--- src/rtl/pwm_sample_fifo.sv ---
// Sample FIFO feeding the PWM threshold register: absorbs bursts of 8-bit
// samples and releases one per programmable sample period.
module pwm_sample_fifo #(
  parameter int          DEPTH_LOG2 = 4,
  parameter logic [7:0]  IDLE       = 8'h00
) (
  input  logic                  CLK,
  input  logic                  nRESET,
  input  logic                  WR,
  input  logic [7:0]            WDATA,
  input  logic                  FLUSH,
  input  logic                  RATE_WR,
  input  logic [7:0]            RATE,
  input  logic                  ENABLE,
  input  logic                  CLRSTAT,
  output logic [7:0]            PWMD,
  output logic [DEPTH_LOG2:0]   LEVEL,
  output logic                  EMPTY,
  output logic                  FULL,
  output logic                  UNDERRUN,
  output logic                  OVERRUN
);

  localparam int DEPTH = 1 << DEPTH_LOG2;
  localparam logic [DEPTH_LOG2:0] FULL_LVL = (DEPTH_LOG2+1)'(DEPTH);

  logic [7:0]            mem [DEPTH];
  logic [DEPTH_LOG2-1:0] rd_ptr;
  logic [DEPTH_LOG2-1:0] wr_ptr;
  logic [7:0]            rate_q;
  logic [7:0]            cnt;

  logic                  tick;
  logic                  pop;
  logic                  push;
  logic                  ur_set;
  logic                  ov_set;
  logic [DEPTH_LOG2:0]   level_nxt;

  // Push protocol: WR is a one-cycle strobe with no back-pressure; a push that
  // meets a full FIFO (and no same-edge pop) is dropped and flagged in OVERRUN.
  always_comb begin
    tick      = ENABLE && !RATE_WR && (cnt == 8'd0);
    pop       = tick && !FLUSH && (LEVEL != '0);
    push      = WR && !FLUSH && ((LEVEL != FULL_LVL) || pop);
    ur_set    = tick && !FLUSH && (LEVEL == '0);
    ov_set    = WR && !FLUSH && (LEVEL == FULL_LVL) && !pop;
    level_nxt = LEVEL;
    if (FLUSH)
      level_nxt = '0;
    else if (push && !pop)
      level_nxt = LEVEL + 1'b1;
    else if (pop && !push)
      level_nxt = LEVEL - 1'b1;
  end

  always_ff @(posedge CLK or negedge nRESET) begin
    if (!nRESET) begin
      rate_q <= 8'hFF;
      cnt    <= 8'hFF;
    end else if (RATE_WR) begin
      rate_q <= RATE;
      cnt    <= RATE;
    end else if (!ENABLE || cnt == 8'd0) begin
      cnt    <= rate_q;
    end else begin
      cnt    <= cnt - 8'd1;
    end
  end

  always_ff @(posedge CLK or negedge nRESET) begin
    if (!nRESET) begin
      rd_ptr   <= '0;
      wr_ptr   <= '0;
      PWMD     <= IDLE;
      LEVEL    <= '0;
      EMPTY    <= 1'b1;
      FULL     <= 1'b0;
      UNDERRUN <= 1'b0;
      OVERRUN  <= 1'b0;
    end else begin
      LEVEL    <= level_nxt;
      EMPTY    <= (level_nxt == '0);
      FULL     <= (level_nxt == FULL_LVL);
      UNDERRUN <= ur_set | (UNDERRUN & ~CLRSTAT);
      OVERRUN  <= ov_set | (OVERRUN & ~CLRSTAT);
      if (FLUSH) begin
        rd_ptr <= '0;
        wr_ptr <= '0;
        PWMD   <= IDLE;
      end else begin
        if (pop) begin
          PWMD   <= mem[rd_ptr];
          rd_ptr <= rd_ptr + 1'b1;
        end
        if (push)
          wr_ptr <= wr_ptr + 1'b1;
      end
    end
  end

  // Storage is not reset; entries are only read once written.
  always_ff @(posedge CLK) begin
    if (push)
      mem[wr_ptr] <= WDATA;
  end

endmodule
--- config.mk ---
export PLATFORM = sky130hd
export DESIGN_NAME = pwm_sample_fifo
export DESIGN_NICKNAME = d
export VERILOG_FILES = /design/src/rtl/pwm_sample_fifo.sv
export SDC_FILE = /design/constraint.sdc
export NUM_CORES = 1
export LEC_CHECK = 0
export ABC_AREA = 1
export CAP_MARGIN = 20
export CORE_MARGIN = 1.5
export CORE_UTILIZATION = 43
export DETAILED_ROUTE_END_ITERATION = 10
export GPL_ROUTABILITY_DRIVEN = 0
export MAX_ROUTING_LAYER = met4
export PLACE_DENSITY = 0.69
export SLEW_MARGIN = 25
export SYNTH_ARGS = -nofsm -noshare
export SYNTH_HDL_FRONTEND = slang
export SYNTH_SLANG_ARGS = --single-unit
--- constraint.sdc ---
create_clock -name CLK -period 2.5 [get_ports CLK]
set_input_delay 0.375 -clock CLK [delete_from_list [all_inputs] [get_ports CLK]]
set_output_delay 0.375 -clock CLK [all_outputs]
set_load 0.05 [all_outputs]
==> metrics.cfg <==
[outcome]
outcome=finished, final reports clean

[sta]
report.final.slew_viol_count=0
slew_headroom=0.389
hold_viol_final=0
post-route-period-util=0.880
setup_viol=0
skew_ns=0.00631
layout_min_cycle_time_ns=2.20
rsz0062_at_grt=no
setup_tns_ns=0
fmax_mhz=455
tightest_slew_ns=0.916
fin_ws_ns=0.301

[logic_synthesis]
yosys_most_used_dff=edfxtp_1
yosys-top-cells-count=139 x nand2_1, 128 x edfxtp_1, 67 x nor2_1
synth_most_common_cell=nand2_1
synth.top_cell.area_share=0.522
synth_warnings=0
yosysSeqAreaShare=0.664
ys_top_cells_by_area=edfxtp_1 52%, dfrtp_1 8.2%, nand2_1 7.1%
synth-edff-count=128
synth_top_area_cell=edfxtp_1
synth_cell_types=39
syn-num-nets=690
avgSynthCellArea_um2=11.2
syn_inst=657
syn_area_um2=7370
ys_seq_elements=169
synthArstFlopShare=0.243

[power]
swShare=0.243
power.share.clock=0.401
p_leak_nw=3.43
p_seq_frac=0.503
p_sw_mw=1.55
irDropWorstVdd_uv=542
power.density_nw_per_um2=726
p_int_mw=4.82
power_frac_comb=0.096
finalPower_mw=6.37

[floorplanning]
fp.dieW_um=134
die_area_um2=17900
coreArea_um2=16600
die_y_um=134
initial_core_util=0.443
row_count=47
ios=40

[grt]
grt_pass1_wl_um=28300
grt_max_degree=58
gr-total-overflow=0
grt_pass1_vias=5176
antenna_found_initial=0
globalRouteTotalUtil=0.218

[worst_setup_path]
critPathKind=flip-flop to output port
path_buf_inv=1
crit_fanout=6
slowest_stage=clkdlybuf4s50_1
worst-endpoint-required_ns=2.12
slowest_delay_ns=0.87
arrival_ns=1.82
cp_top_family=buffers and inverters
startpoint_type=flip-flop
crit_path_cell_trace=clkdlybuf4s50_1
critPathCaptureType=output port

[clocking]
cts_root_buffer=clkbuf_16
cts_tree=done
post-cts-setup-buffer-count=0
clk_pin_slew_worst_paths_ns=0.06
clock_path_buffers=2
cts.repair.resized=0
cts_buffers=17
clk_latency_ns=0.43
cts.sinks=169
cts_hold_repair.buffers=0
cts.htree.levels=4

[layout]
finalNonFillerCells=960
drive_above_1_share=0.153
final_nets=760
seq_area_um2=4890
syn_to_final_growth_pct=19.1
multi_input_area_um2=2140
final_core_util=0.527
antennaDiodeCount=0
fillCellCount=1358

[route]
drt_drc_violations_left=0
dr_total_vias=5219
vias_per_cell=5.44
finalWirelength_um=17900
wl_per_cell_um=18.7
ant_nets=0
dr.pass1.iters=5
drt_iter0_markers=596

[job]
maxCapViolCount=0

[worst_hold_path]
hold_path.class=input pin to asynchronous set/reset pin

[place]
io_buffers=39
pre_cts_ws_ns=-0.00107
dp.cells=928
dpl.hpwl_um=12200

-- per-layer routing --
metal	part of all wire	GRT usage
met5	0	-
met2	0.48	0.342
met4	0.032	0.107
met3	0.065	0.0329
met1	0.43	0.277
-- area by class of cell --
| cell class | count | area share |
|---|---|---|
| inverters | 53 | 0.0247 |
| multi-input cells | 410 | 0.244 |
| clock inverters | 13 | 0.0163 |
| well taps | 220 | 0.0314 |
| flip-flops and latches | 169 | 0.557 |
| clock buffers | 19 | 0.0493 |
| repair buffers | 76 | 0.0770 |
-- cells by family after synthesis --
kind of cell             share of synthesized area
AO/OA/AOI/OAI                               0.0932
XOR/XNOR                                    0.0119
adder cells (fa/ha/maj)                     0.0170
buffers and inverters                       0.0453
flip-flops                                   0.664
AND/OR/NAND/NOR                              0.169
-- per-stage QoR --
stage	hold slack, ns	area, um2
final	0.0835	8780
after global routing	0.149	8780
after CTS	0.0964	8780
after detailed placement	0.454	8200
after global placement	0.449	8200
after floorplan	0.0794	7370
-- power by group through the flow --
| stage | registers, mW | clock network [mW] | logic (mW) |
|---|---|---|---|
| after floorplan | 3.28 | 0 | 0.329 |
| after global placement | 3.25 | 0 | 0.593 |
| after detailed placement | 3.26 | 0 | 0.608 |
| after CTS | 3.20 | 2.59 | 0.612 |
| after global routing | 3.21 | 2.71 | 0.679 |
| final | 3.20 | 2.55 | 0.613 |
-- registers in the layout, summed over array words and instances (netlist names) --
name and cells:
rate_q 8, mem 128, wr_ptr 4, cnt 8, LEVEL 5, EMPTY 1
rd_ptr 4, UNDERRUN 1, PWMD 8, OVERRUN 1, FULL 1
-- worst register-to-register path, stage by stage, from the launching register on --
cell     delay [ns]
dfstp_2        0.37
inv_1          0.11
ha_1           0.19
nand2_1        0.06
nor2_1         0.17
nand3_4        0.14
nand4_2        0.12
nand2_2        0.10
inv_4          0.11
nand2_1        0.16
nor2_1         0.17
buf_4          0.19
-- layout by cell type (no fill, tap or decap), drive strengths merged, types with 3 or more instances in the layout --
| cell | n |
|---|---|
| a21oi | 16 |
| a311oi | 3 |
| buf | 38 |
| clkbuf | 19 |
| clkdlybuf4s50 | 38 |
| clkinv | 5 |
| clkinvlp | 4 |
| dfrtp | 24 |
| dfstp | 17 |
| edfxtp | 128 |
| ha | 10 |
| inv | 55 |
| nand2 | 145 |
| nand3 | 34 |
| nand4 | 12 |
| nor2 | 72 |
| nor3 | 5 |
| o21ai | 75 |
| o221ai | 9 |
| o22ai | 11 |
| xnor2 | 4 |
| xor2 | 6 |
-- worst paths after layout --
| check | to | cells past startpoint | startpoint | slack, ns |
|---|---|---|---|---|
| max | LEVEL[3] | 1 | LEVEL[3]$_DFF_PN0_ | 0.30 |
| min | LEVEL[3]$_DFF_PN0_ | 1 | nRESET | 0.08 |
| max reg2reg | mem[6][1]$_DFFE_PP_ | 11 | cnt[0]$_DFF_PN1_ | 0.31 |
| min reg2reg | rate_q[6]$_DFFE_PN1P_ | 2 | rate_q[6]$_DFFE_PN1P_ | 0.46 |
| max in group asynchronous | rd_ptr[0]$_DFFE_PN0P_ | 1 | nRESET | 1.79 |
| min in group CLK | rate_q[6]$_DFFE_PN1P_ | 2 | rate_q[6]$_DFFE_PN1P_ | 0.46 |
Note: power is estimated with default switching activity, not from simulation.
